## src/rtl/rv_pkg.sv

```systemverilog
// rtl/rv_pkg.sv - shared types and encodings for the multicycle RISC-V core
package rv_pkg;

  typedef enum logic [3:0] {
    S_FETCH,
    S_DECODE,
    S_MEMADR,
    S_MEMREAD,
    S_MEMWB,
    S_MEMWRITE,
    S_EXECUTER,
    S_EXECUTEI,
    S_ALUWB,
    S_BEQ,
    S_JAL,
    S_ILLEGAL
  } mc_state_t;

  localparam logic [6:0] OP_LOAD   = 7'b0000011;
  localparam logic [6:0] OP_STORE  = 7'b0100011;
  localparam logic [6:0] OP_RTYPE  = 7'b0110011;
  localparam logic [6:0] OP_ITYPE  = 7'b0010011;
  localparam logic [6:0] OP_BRANCH = 7'b1100011;
  localparam logic [6:0] OP_JAL    = 7'b1101111;

  localparam logic [2:0] ALU_ADD = 3'b000;
  localparam logic [2:0] ALU_SUB = 3'b001;
  localparam logic [2:0] ALU_AND = 3'b010;
  localparam logic [2:0] ALU_OR  = 3'b011;
  localparam logic [2:0] ALU_XOR = 3'b100;
  localparam logic [2:0] ALU_SLT = 3'b101;
  localparam logic [2:0] ALU_SLL = 3'b110;
  localparam logic [2:0] ALU_SRL = 3'b111;

  localparam logic [1:0] ALUOP_ADD   = 2'b00;
  localparam logic [1:0] ALUOP_SUB   = 2'b01;
  localparam logic [1:0] ALUOP_FUNCT = 2'b10;

endpackage

```

## src/rtl/rv_alu_decoder.sv

```systemverilog
// rtl/rv_alu_decoder.sv - maps aluop/funct fields to the 3-bit ALU control
module rv_alu_decoder
  import rv_pkg::*;
(
  input  logic [1:0] aluop_i,
  input  logic [2:0] funct3_i,
  input  logic       op5_i,
  input  logic       funct7b5_i,
  output logic [2:0] alucontrol_o,
  output logic       unsupported_o
);

  // sltu has no ALU encoding; flagged independently of aluop so DECODE can trap it
  assign unsupported_o = (funct3_i == 3'b011);

  always_comb begin
    alucontrol_o = ALU_ADD;
    case (aluop_i)
      ALUOP_SUB: alucontrol_o = ALU_SUB;
      ALUOP_FUNCT: begin
        case (funct3_i)
          3'b000:  alucontrol_o = (op5_i && funct7b5_i) ? ALU_SUB : ALU_ADD;
          3'b001:  alucontrol_o = ALU_SLL;
          3'b010:  alucontrol_o = ALU_SLT;
          3'b100:  alucontrol_o = ALU_XOR;
          3'b101:  alucontrol_o = ALU_SRL;
          3'b110:  alucontrol_o = ALU_OR;
          3'b111:  alucontrol_o = ALU_AND;
          default: alucontrol_o = ALU_ADD;
        endcase
      end
      default: alucontrol_o = ALU_ADD;
    endcase
  end

endmodule

```

## src/rtl/rv_mc_controller.sv

```systemverilog
// rtl/rv_mc_controller.sv - multicycle control FSM driving datapath enables and selects
module rv_mc_controller
  import rv_pkg::*;
(
  input  logic       clk,
  input  logic       reset_n,
  input  logic [6:0] op,
  input  logic [2:0] funct3,
  input  logic       funct7b5,
  input  logic       zero,
  output logic       pcwrite,
  output logic       adrsrc,
  output logic       memwrite,
  output logic       irwrite,
  output logic [1:0] resultsrc,
  output logic [1:0] alusrca,
  output logic [1:0] alusrcb,
  output logic       regwrite,
  output logic [1:0] immsrc,
  output logic [2:0] alucontrol,
  output logic       illegal
);

  mc_state_t state_q, state_d;
  logic [1:0] aluop;
  logic       unsupported;
  logic       pcwrite_raw, memwrite_raw, irwrite_raw, regwrite_raw;

  always_ff @(posedge clk) begin
    if (!reset_n) state_q <= S_FETCH;
    else          state_q <= state_d;
  end

  always_comb begin
    state_d      = state_q;
    pcwrite_raw  = 1'b0;
    memwrite_raw = 1'b0;
    irwrite_raw  = 1'b0;
    regwrite_raw = 1'b0;
    adrsrc       = 1'b0;
    resultsrc    = 2'b00;
    alusrca      = 2'b00;
    alusrcb      = 2'b00;
    aluop        = ALUOP_ADD;
    illegal      = 1'b0;
    case (state_q)
      S_FETCH: begin
        irwrite_raw = 1'b1;
        pcwrite_raw = 1'b1;
        alusrcb     = 2'b10;
        resultsrc   = 2'b10;
        state_d     = S_DECODE;
      end
      S_DECODE: begin
        // ALUOut captures PC+imm here so BEQ can load it without another add
        alusrca = 2'b01;
        alusrcb = 2'b01;
        case (op)
          OP_LOAD, OP_STORE: state_d = S_MEMADR;
          OP_RTYPE:          state_d = unsupported ? S_ILLEGAL : S_EXECUTER;
          OP_ITYPE:          state_d = unsupported ? S_ILLEGAL : S_EXECUTEI;
          OP_BRANCH:         state_d = S_BEQ;
          OP_JAL:            state_d = S_JAL;
          default:           state_d = S_ILLEGAL;
        endcase
      end
      S_MEMADR: begin
        alusrca = 2'b10;
        alusrcb = 2'b01;
        state_d = (op == OP_STORE) ? S_MEMWRITE : S_MEMREAD;
      end
      S_MEMREAD: begin
        adrsrc  = 1'b1;
        state_d = S_MEMWB;
      end
      S_MEMWB: begin
        resultsrc    = 2'b01;
        regwrite_raw = 1'b1;
        state_d      = S_FETCH;
      end
      S_MEMWRITE: begin
        adrsrc       = 1'b1;
        memwrite_raw = 1'b1;
        state_d      = S_FETCH;
      end
      S_EXECUTER: begin
        alusrca = 2'b10;
        aluop   = ALUOP_FUNCT;
        state_d = S_ALUWB;
      end
      S_EXECUTEI: begin
        alusrca = 2'b10;
        alusrcb = 2'b01;
        aluop   = ALUOP_FUNCT;
        state_d = S_ALUWB;
      end
      S_ALUWB: begin
        regwrite_raw = 1'b1;
        state_d      = S_FETCH;
      end
      S_BEQ: begin
        alusrca     = 2'b10;
        aluop       = ALUOP_SUB;
        pcwrite_raw = zero;
        state_d     = S_FETCH;
      end
      S_JAL: begin
        alusrca     = 2'b01;
        alusrcb     = 2'b10;
        pcwrite_raw = 1'b1;
        state_d     = S_ALUWB;
      end
      S_ILLEGAL: begin
        illegal = 1'b1;
        state_d = S_ILLEGAL;
      end
      default: state_d = S_FETCH;
    endcase
  end

  always_comb begin
    immsrc = 2'b00;
    case (op)
      OP_STORE:  immsrc = 2'b01;
      OP_BRANCH: immsrc = 2'b10;
      OP_JAL:    immsrc = 2'b11;
      default:   immsrc = 2'b00;
    endcase
  end

  // write enables are suppressed during the reset cycle so an aborted instruction has no side effect
  assign pcwrite  = pcwrite_raw  & reset_n;
  assign memwrite = memwrite_raw & reset_n;
  assign irwrite  = irwrite_raw  & reset_n;
  assign regwrite = regwrite_raw & reset_n;

  rv_alu_decoder u_alu_decoder (
    .aluop_i       (aluop),
    .funct3_i      (funct3),
    .op5_i         (op[5]),
    .funct7b5_i    (funct7b5),
    .alucontrol_o  (alucontrol),
    .unsupported_o (unsupported)
  );

endmodule

```

## config.mk

```make
export PLATFORM = sky130hd
export DESIGN_NAME = rv_mc_controller
export DESIGN_NICKNAME = d
export VERILOG_FILES = /design/src/rtl/rv_pkg.sv /design/src/rtl/rv_alu_decoder.sv /design/src/rtl/rv_mc_controller.sv
export SDC_FILE = /design/constraint.sdc
export NUM_CORES = 1
export LEC_CHECK = 0
export ABC_AREA = 1
export BUFFER_PORTS_ARGS = -buffer_cell sky130_fd_sc_hd__buf_2
export CAP_MARGIN = 0
export CORE_UTILIZATION = 30
export DETAILED_ROUTE_END_ITERATION = 10
export PLACE_DENSITY = 0.63
export SLEW_MARGIN = 25
export SYNTH_ARGS = -nofsm -noshare
export SYNTH_HDL_FRONTEND = slang
export SYNTH_SLANG_ARGS = --single-unit
```

## constraint.sdc

```tcl
create_clock -name clk -period 2 [get_ports clk]
set_input_delay 0.3 -clock clk [delete_from_list [all_inputs] [get_ports clk]]
set_output_delay 0.3 -clock clk [all_outputs]
set_load 0.01 [all_outputs]
```

# Word level (Yosys, flattened, before mapping)
# Cells that the tools add are included.
[totals] out_inout_bits=17 regBits=4 word_cells=62 inputBits=14
[op_classes] n_bitwise=4 eq_ne=26 n_reduce_logical=12 mux=19
[op_table] operator="one-hot mux 4 bit (6 select lines)" n=1
[op_table] operator="one-hot mux 3 bit (7 select lines)" n=1
[op_table] operator="one-hot mux 4 bit (5 select lines)" n=1
[op_table] operator="== test 4 x 3 -> 1 bit, second input constant" n=4
[op_table] operator="== test 4 bit, second input constant" n=4
[op_table] operator="one-hot mux 2 bit (2 select lines)" n=4
[op_table] operator="== test 7 x 6 -> 1 bit, second input constant" n=2
[op_table] operator="== test 7 bit, second input constant" n=2
[op_table] operator="== test 3 bit, second input constant" n=4
[op_table] operator="OR reduction 2 bit" n=6
[op_table] operator="== test 4 x 2 -> 1 bit, second input constant" n=2
[op_table] operator="2-to-1 mux 4 bit" n=2
[op_table] operator="== test 7 x 2 -> 1 bit, second input constant" n=1
[op_table] operator="== test 7 x 5 -> 1 bit, second input constant" n=1
[op_table] operator="== test 3 x 2 -> 1 bit, second input constant" n=2
[op_table] operator="2-to-1 mux 1 bit" n=6
[op_table] operator="one-hot mux 2 bit (3 select lines)" n=1
[op_table] operator="one-hot mux 3 bit (2 select lines)" n=1
[op_table] operator="OR reduction 3 bit" n=2
[op_table] operator="bitwise AND 1 bit" n=4
[op_table] operator="== test 4 x 1 -> 1 bit, second input constant" n=1
[op_table] operator="logical NOT 4 bit" n=1
[op_table] operator="OR reduction 4 bit" n=1
[op_table] operator="== test 3 x 1 -> 1 bit, second input constant" n=1
[op_table] operator="other kinds (6)" n=6

# Depth between registers and ports, before layout
# Gate-level depths: netlist (run 1).
[logic_depth] word_depth=5 ltp_mapped=8 depth_no_buf=8

# Hierarchy
# From an unflattened synthesis (run 1), not the netlist that was laid out.
[hier_totals] hier_cells=113 area_unflattened_um2=583.1
[by_module_without_submodules] mod="rv_mc_controller" seq_area_each_um2=80.1 n_inst=1 area_each_um2=462.9 cells_each=91
[by_module_without_submodules] mod="rv_alu_decoder" seq_area_each_um2=0.0 n_inst=1 area_each_um2=120.1 cells_each=22

# Least setup slack after synthesis (run 1)
# Ideal clock, no wire load.
[synth_path] path_type="reg-to-output" startpoint="register state_q[3]" endpoint="output alucontrol[2]" arrival_time_ns=1.458 setup_slack_ns=0.242 required_time_ns=1.700 path_buffers=0 path_stages_with_launch=9 path_cell_list="dfxtp_1 > inv_1 > nor2_1 > inv_1 > nor2_2 > inv_1 > ha_1 > nand3b_1 > a21oi_1"
[synth_between] elab_chain_cells=5 elab_cells_between_ends=8 classes_between="eq/ne (5); mux (2); reduce/logical (1)"
[synth_rtl] element="start, declared" line_no="rv_mc_controller.sv:24" rtl="mc_state_t state_q, state_d;"
[synth_rtl] element="start signal, assigned" line_no="rv_mc_controller.sv:31" rtl="else state_q <= state_d;"
[synth_rtl] element="== test 4 x 3 -> 1 bit" line_no="rv_mc_controller.sv:46" rtl="case (state_q)"
[synth_rtl] element="OR reduction 2 bit (no line)"
[synth_rtl] element="one-hot mux 2 bit (2 select lines) (*)" line_no="rv_mc_controller.sv:46"
[synth_rtl] element="== test 2 bit or == test 2 x 1 -> 1 bit (tied branches)" line_no="rv_alu_decoder.sv:18" rtl="case (aluop_i)"
[synth_rtl] element="one-hot mux 3 bit (2 select lines) (*)" line_no="rv_alu_decoder.sv:18"
[synth_rtl] element="end, declared" line_no="rv_mc_controller.sv:20" rtl="output logic [2:0] alucontrol,"
# Every way passes the cells marked *; elsewhere a longest branch is shown, timed or not.

# Worst setup path after layout (run 1)
[layout_path] startpoint="register state_q[1]" endpoint="output alucontrol[2]"
# The elaborated chain is that of the path after synthesis.

==> results.sh, run 1 <==
export IMPL_synth_top_area_frac=0.2283
export IMPL_cp_data_required_time_ns=1.70
export IMPL_synth_compound_gate_area_share=0.09565
export IMPL_post_synth_cell_area_avg_um2=5.232
export IMPL_synth_ff_type="dfxtp_1"
export IMPL_area_growth_pct=46.09
export IMPL_start_kind="flop"
export IMPL_power_density_nw_per_um2=672.6
export IMPL_ys_seq_area_frac=0.1391
export IMPL_fillCellCount=229
export IMPL_placed_cells=165
export IMPL_yosys_area_share_adder=0.04348
export IMPL_clk_pin_slew_ns=0.04
export IMPL_drive_gt1_frac=0.3716
export IMPL_top_register="state_q"
export IMPL_endpoint_kind="primary output"
export IMPL_worstMarginPinSlew_ns=0.2574
export IMPL_yosysMostFrequentCell="nand2_1"
export IMPL_max_cap_viol_count=0
export IMPL_yosysWarningCount=0
export IMPL_r2r_start="state_q[3]"
export IMPL_coreArea_um2=1764
export IMPL_layout_cells_non_filler=173
export IMPL_rsz0062_at_grt="no"
export IMPL_worst_r2r_endpoint="state_q[0]"
export IMPL_portBuffers=30
export IMPL_hold_path_end="state_q[1]"
export IMPL_synth_top_family_by_area="simple AND/OR/NAND/NOR gates"
export IMPL_antenna_cells=0
export IMPL_cts_buffers=3
export IMPL_place_gp_congestion=0.8482
export IMPL_synth_edf_count=0
export IMPL_rows=15
export IMPL_die_w_um=45.80
export IMPL_grt_pass1_vias=624
export IMPL_antenna_found_initial=0
export IMPL_setup_viol=0
export IMPL_min_path_cells=3
export IMPL_die_h_um=45.80
export IMPL_r2r_cells=8
export IMPL_worstPathArrival_ns=1.61
export IMPL_synth_largest_area_cell="nand2_1"
export IMPL_hp_start="reset_n"
export IMPL_mappedNetlistNets=126
export IMPL_synth_area_top_cells="nand2_1 23%, dfxtp_1 14%, nor2_1 14%"
export IMPL_ant_nets=0
export IMPL_vias=772
export IMPL_cts_htree_levels=1
export IMPL_synthCells=110
export IMPL_p_leak_uw=0.0005115
export IMPL_finalCritPeriodShare=0.9544
export IMPL_multi_input_area_um2=431.7
export IMPL_grt_pass1_wl_um=2359
export IMPL_wl_per_cell_um=8.538
export IMPL_clk_latency_ns=0.24
export IMPL_grt_max_degree=8
export IMPL_drc=0
export IMPL_maxSlewHeadroom=0.8271
export IMPL_ys_seq_elements=4
export IMPL_synthMuxAreaShare=0
export IMPL_peakVddDrop_uv=384.3
export IMPL_initial_core_util=0.3262
export IMPL_r2r_slack_ns=0.81
export IMPL_async_flop_share=0
export IMPL_path_class="reg -> out"
export IMPL_root_buffer="clkbuf_4"
export IMPL_grtUsageTotal=0.1509
export IMPL_status="complete, no violations"
export IMPL_cts_sinks=4
export IMPL_dieArea_um2=2098
export IMPL_finClkSkew_ns=0.005540
export IMPL_synthSimpleGateAreaFrac=0.5848
export IMPL_cts_path_max_buffers=2
export IMPL_final_seq_area_um2=86.33
export IMPL_cts_tree="built"
export IMPL_setup_tns_ns=0
export IMPL_synth_cell_area_um2=575.6
export IMPL_fmax_mhz=523.9
export IMPL_drt_wl_total_um=1477
export IMPL_synthXorXnorAreaFrac=0
export IMPL_cp_max_fo=6
export IMPL_viasPerCell=4.462
export IMPL_drv_slew=0
export IMPL_ys_types=22
export IMPL_synthTopCellsByCount="35 x nand2_1, 21 x nor2_1, 17 x inv_1, 6 x nand3_1"
export IMPL_cts_hold_buf=0
export IMPL_io_pins=31
export IMPL_drt_pass1_iter_count=4
export IMPL_grt_overflow=0
export IMPL_hold_viol_final=0
export IMPL_finalNetCount=166
export IMPL_first_iter_violations=3
export IMPL_fin_util=0.4766
export IMPL_hpwl_um=1218
export IMPL_largestRegisters="state_q (4)"
export IMPL_hold_path_class="in -> reg"
export IMPL_largest_reg_flops=4
export IMPL_layout_min_cycle_time_ns=1.909
==> power by group <==
group | switching, µW | internal (µW)
Combinational | 201 | 143
Sequential | 20.5 | 97.7
Clock | 36.0 | 67.3
==> metrics by stage <==
stage / power (µW) / instance area (µm²) / setup WS, ns / hold WS, ns
after floorplan: 328.3 / 575.6 / 0.2418 / 0.3976
after global placement: 426.3 / 757.0 / 0.1421 / 0.5113
after detailed placement: 429.0 / 757.0 / 0.1049 / 0.5200
after CTS: 548.4 / 805.8 / 0.0003970 / 0.2776
after global routing: 620.9 / 840.8 / 0.0006317 / 0.2848
final: 565.6 / 840.8 / 0.09121 / 0.2810
==> kinds of logic (layout without fill, tap and decap cells) <==
group / after synthesis / in the layout
and+or+nand+nor: 74 / 74
buffers and inverters: 20 / 58
AOI/OAI and AO/OA: 10 / 10
DFF: 4 / 4
adders and majority gates: 2 / 2
==> worst max-delay path: stages (launching register included) <==
cell and delay, ns:
dfxtp_2 0.35, inv_4 0.09, nand2_4 0.08, nor2_4 0.12
inv_2 0.04, ha_1 0.27, nand3b_1 0.16, a21oi_1 0.11
buf_2 0.14
==> cell usage in the layout, fill, tap and decap left out <==
master,count
nand2_1,35
buf_2,30
nor2_1,19
inv_1,14
nand3_1,6
buf_4,6
inv_2,4
a21oi_1,4
nor2_4,3
nor3_1,3
o21ai_0,3
clkbuf_4,3
a31oi_1,2
ha_1,2
dfxtp_2,2
inv_4,1
nand2_4,1
nor2_2,1
or2_2,1
nor2_8,1
o211ai_1,1
nand3b_1,1
nand4_1,1
and3_1,1
nand2_2,1
dfxtp_1,1
dfxtp_4,1
==> layer usage <==
metal	wire, µm	part of all wire	track usage
met5	0	0	0
met4	0	0	0.01765
met3	64	0.043	0.03571
met2	707	0.48	0.2657
met1	705	0.48	0.1901
==> area by class of cell <==
class,instances,share of cell area
clock buffer,3,0.02679
inverter,19,0.08780
multi-input combinational,86,0.5134
sequential,4,0.1027
tap,25,0.03720
timing repair buffer,36,0.2321
==> worst max path at each step <==
stage / from / to / slack [ns]
floorplan: state_q[3] / alucontrol[2] / 0.24
global placement: state_q[3] / alucontrol[2] / 0.14
detailed placement: state_q[3] / alucontrol[2] / 0.10
CTS: state_q[3] / alucontrol[2] / 0.0004
global route: state_q[1] / alucontrol[2] / 0.0006
finish: state_q[1] / alucontrol[2] / 0.09
==> timing repair <==
| item | CTS | global route |
|---|---|---|
| setup endpoints to repair | 2 | 2 |
| pin swaps | 3 | 1 |
| gates resized for setup | 3 | 9 |
| setup buffers | 3 | 2 |
No activity file was read; power rests on OpenSTA's default activity.
==> run 2, diff against run 1 <==
--- a/config.mk
+++ b/config.mk
@@ -5,11 +5,12 @@
 export SDC_FILE = /design/constraint.sdc
 export NUM_CORES = 1
 export LEC_CHECK = 0
-export ABC_AREA = 1
-export BUFFER_PORTS_ARGS = -buffer_cell sky130_fd_sc_hd__buf_2
+export ABC_AREA = 0
+export BUFFER_PORTS_ARGS = -buffer_cell sky130_fd_sc_hd__buf_4
 export CAP_MARGIN = 0
 export CORE_UTILIZATION = 30
 export DETAILED_ROUTE_END_ITERATION = 10
+export GPL_TIMING_DRIVEN = 0
 export PLACE_DENSITY = 0.63
 export SLEW_MARGIN = 25
 export SYNTH_ARGS = -nofsm -noshare
==> run 2 against run 1 <==
Effect of this change: clock power hardly changed; die area is 3.1% higher; combinational power is 66% higher; area after synthesis is 3.3% higher; hold slack better by 0.085 ns; total power is 44% higher; global-route usage is 2.9 points higher; utilization is 6.2 points higher; critical endpoint unchanged; flip-flop and latch count stayed put; largest power group unchanged; the flow now finishes with violations (negative setup slack); highest routed layer is now met4; final cell count is 14% lower; sequential power is 19% higher; via count is 0.65% lower.
==> results.sh, run 2 <==
export IMPL_root_buffer="clkbuf_4"
export IMPL_area_growth_pct=61.47
export IMPL_finalNetCount=141
export IMPL_finClkSkew_ns=0.005185
export IMPL_rsz0062_at_grt="yes"
export IMPL_power_share_clock=0.125
export IMPL_power_frac_comb=0.702
export IMPL_cts_htree_levels=1
export IMPL_die_w_um=46.51
export IMPL_first_iter_violations=14
export IMPL_wl_per_cell_um=12.19
export IMPL_path_class="reg -> out"
export IMPL_hold_path_class="in -> reg"
export IMPL_portBuffers=28
export IMPL_vias=767
export IMPL_synth_top_area_frac=0.1347
export IMPL_finalWorstSetupSlack_ns=-0.0007946
export IMPL_layout_min_cycle_time_ns=2.001
export IMPL_cpPeakStageDelay_ns=0.31
export IMPL_cts_tree="built"
export IMPL_violations="negative setup slack"
export IMPL_layout_cells_non_filler=148
export IMPL_maxSlewHeadroom=0.6949
export IMPL_cts_buffers=3
export IMPL_largest_reg_flops=4
export IMPL_mappedNetlistNets=102
export IMPL_seq_power_share=0.173
export IMPL_top_register="state_q"
export IMPL_worstMarginPinSlew_ns=0.4512
export IMPL_synthCells=86
export IMPL_status="complete, but fails checks"
export IMPL_grt_overflow=0
export IMPL_cts_hold_buf=0
export IMPL_antenna_found_initial=0
export IMPL_grt_pass1_vias=650
export IMPL_layout_common_cells="34 x buf_4, 8 x nor2_1, 6 x inv_1, 5 x nand2_1, 5 x nor3_1"
export IMPL_cts_sinks=4
export IMPL_synth_largest_area_cell="dfxtp_1"
export IMPL_drt_pass1_iter_count=4
export IMPL_ys_seq_elements=4
export IMPL_grt_pass1_wl_um=2780
export IMPL_post_synth_cell_area_avg_um2=6.911
export IMPL_clk_pin_slew_ns=0.04
export IMPL_synth_area_top_cells="dfxtp_1 13%, nor3_1 5.1%, nor2_1 5.1%"
export IMPL_ys_types=41
export IMPL_path_cells="buf_6 > nor2b_4 > and2_4 > ha_1 > nor4bb_1 > buf_4"
export IMPL_finalCritPeriodShare=1.000
export IMPL_endpoint_kind="primary output"
export IMPL_synthTopCellsByCount="8 x nor2_1, 6 x inv_1, 6 x nor3_1, 5 x nand2_1, 4 x dfxtp_1"
export IMPL_async_flop_share=0
export IMPL_power_density_nw_per_um2=848.4
export IMPL_fmax_mhz=499.8
export IMPL_p_sw_uw=355.5
export IMPL_setup_tns_ns=-0.0007946
export IMPL_io_pins=31
export IMPL_worstPathArrival_ns=1.70
export IMPL_p_leak_uw=0.0004421
export IMPL_viasPerCell=5.182
export IMPL_antenna_cells=0
export IMPL_setup_viol=1
export IMPL_yosysWarningCount=0
export IMPL_holdWs_ns=0.3663
export IMPL_drive_gt1_frac=0.4390
export IMPL_drv_slew=0
export IMPL_drt_wl_total_um=1804
export IMPL_clk_latency_ns=0.24
export IMPL_p_int_uw=458.7
export IMPL_hpwl_um=1307
export IMPL_peakVddDrop_uv=376.9
export IMPL_placed_cells=139
export IMPL_coreArea_um2=1783
export IMPL_place_gp_congestion=0.7717
export IMPL_dieArea_um2=2163
export IMPL_cp_max_fo=2
export IMPL_max_cap_viol_count=0
export IMPL_swShare=0.4366
export IMPL_start_kind="flop"
export IMPL_yosysMostFrequentCell="nor2_1"
export IMPL_rows=15
export IMPL_synth_ff_type="dfxtp_1"
export IMPL_die_h_um=46.51
export IMPL_crit_slowest_cell="dfxtp_2"
export IMPL_hold_viol_final=0
export IMPL_grt_max_degree=11
export IMPL_drc=0
export IMPL_cts_path_max_buffers=2
export IMPL_largestRegisters="state_q (4)"
export IMPL_layout_commonest_cell="buf_4"
export IMPL_synth_cell_area_um2=594.3
export IMPL_ant_nets=0
export IMPL_initial_core_util=0.3333
export IMPL_grtUsageTotal=0.1797
export IMPL_ys_seq_area_frac=0.1347
export IMPL_synth_edf_count=0
export IMPL_cp_data_required_time_ns=1.70
[run 2: cell count changes after synthesis, sizes merged, moves of 3 or more]
| cell | previous run | this run |
|---|---|---|
| clkbuf | 0 | 3 |
| inv | 19 | 7 |
| nand2 | 37 | 5 |
| nand3 | 6 | 3 |
| nor2 | 24 | 8 |
| nor3 | 3 | 6 |
| o21a | 0 | 3 |
| xnor2 | 0 | 3 |
[run 2: path summary, 6_finish.rpt]
path              startpoint             to  slack [ns]  cells past startpoint
hold reg to reg   state_q[1]     state_q[3]        0.65                      3
setup reg to reg  state_q[0]     state_q[0]        0.58                      5
hold / removal         op[4]     state_q[2]        0.37                      3
setup / recovery  state_q[2]  alucontrol[2]     -0.0008                      6
[run 2: final cells by class]
class	instances	area [µm²]
Buffer	6	46.29
Tap cell	25	31.28
Fill cell	190	823.3
Clock buffer	3	22.52
Timing Repair Buffer	34	255.2
Inverter	7	26.28
Sequential cell	4	88.84
Multi-Input combinational cell	69	489.2
[run 2: cell families after synthesis]
group,share of synthesized area
simple gates,0.4253
compound gates,0.2316
fa+ha+maj,0.04210
buf+inv,0.09051
flops,0.1347
mux,0.01684
xor+xnor,0.05896
[run 2: repair_timing]
| item | CTS | global route |
|---|---|---|
| pin swaps | 2 | 1 |
| endpoints found under the setup margin | 2 | 2 |
| resized for setup | 10 | 8 |
| buffers inserted | 2 | 4 |
| cloned | 0 | 0 |
[run 2: worst max-delay path: cells and delay by family, from the launching register on]
family	cells	cell delay, ns
AND/OR/NAND/NOR	3	0.57
flip-flops	1	0.31
buffers and inverters	2	0.28
adder cells (fa/ha/maj)	1	0.31
[run 2: power by group through the flow]
stage | Clock (µW) | Combinational, µW | Sequential, µW
floorplan | 0 | 303 | 121
global placement | 0 | 480 | 129
detailed placement | 0 | 490 | 128
CTS | 105 | 525 | 133
global route | 112 | 621 | 145
finish | 102 | 572 | 141
[run 2: metrics by stage]
step / instance area, µm² / power (µW) / worst slack (ns) / utilization
after global placement: 835.8 / 608.8 / 0.05754 / 0.4688
after CTS: 900.9 / 762.9 / -0.006360 / 0.5053
after floorplan: 594.3 / 424.5 / 0.1916 / -
after global routing: 959.7 / 877.4 / -0.06263 / 0.5382
after detailed placement: 835.8 / 618.0 / 0.09448 / 0.4688
final: 959.7 / 814.2 / -0.0007946 / 0.5382
[run 2: metal layers]
metal	GRT usage	routed length, µm	vias to the layer above
met4	0.07059	9	0
met1	0.2292	838	347
met5	0	0	-
met2	0.3000	882	23
met3	0.02353	73	2
li1	-	-	395
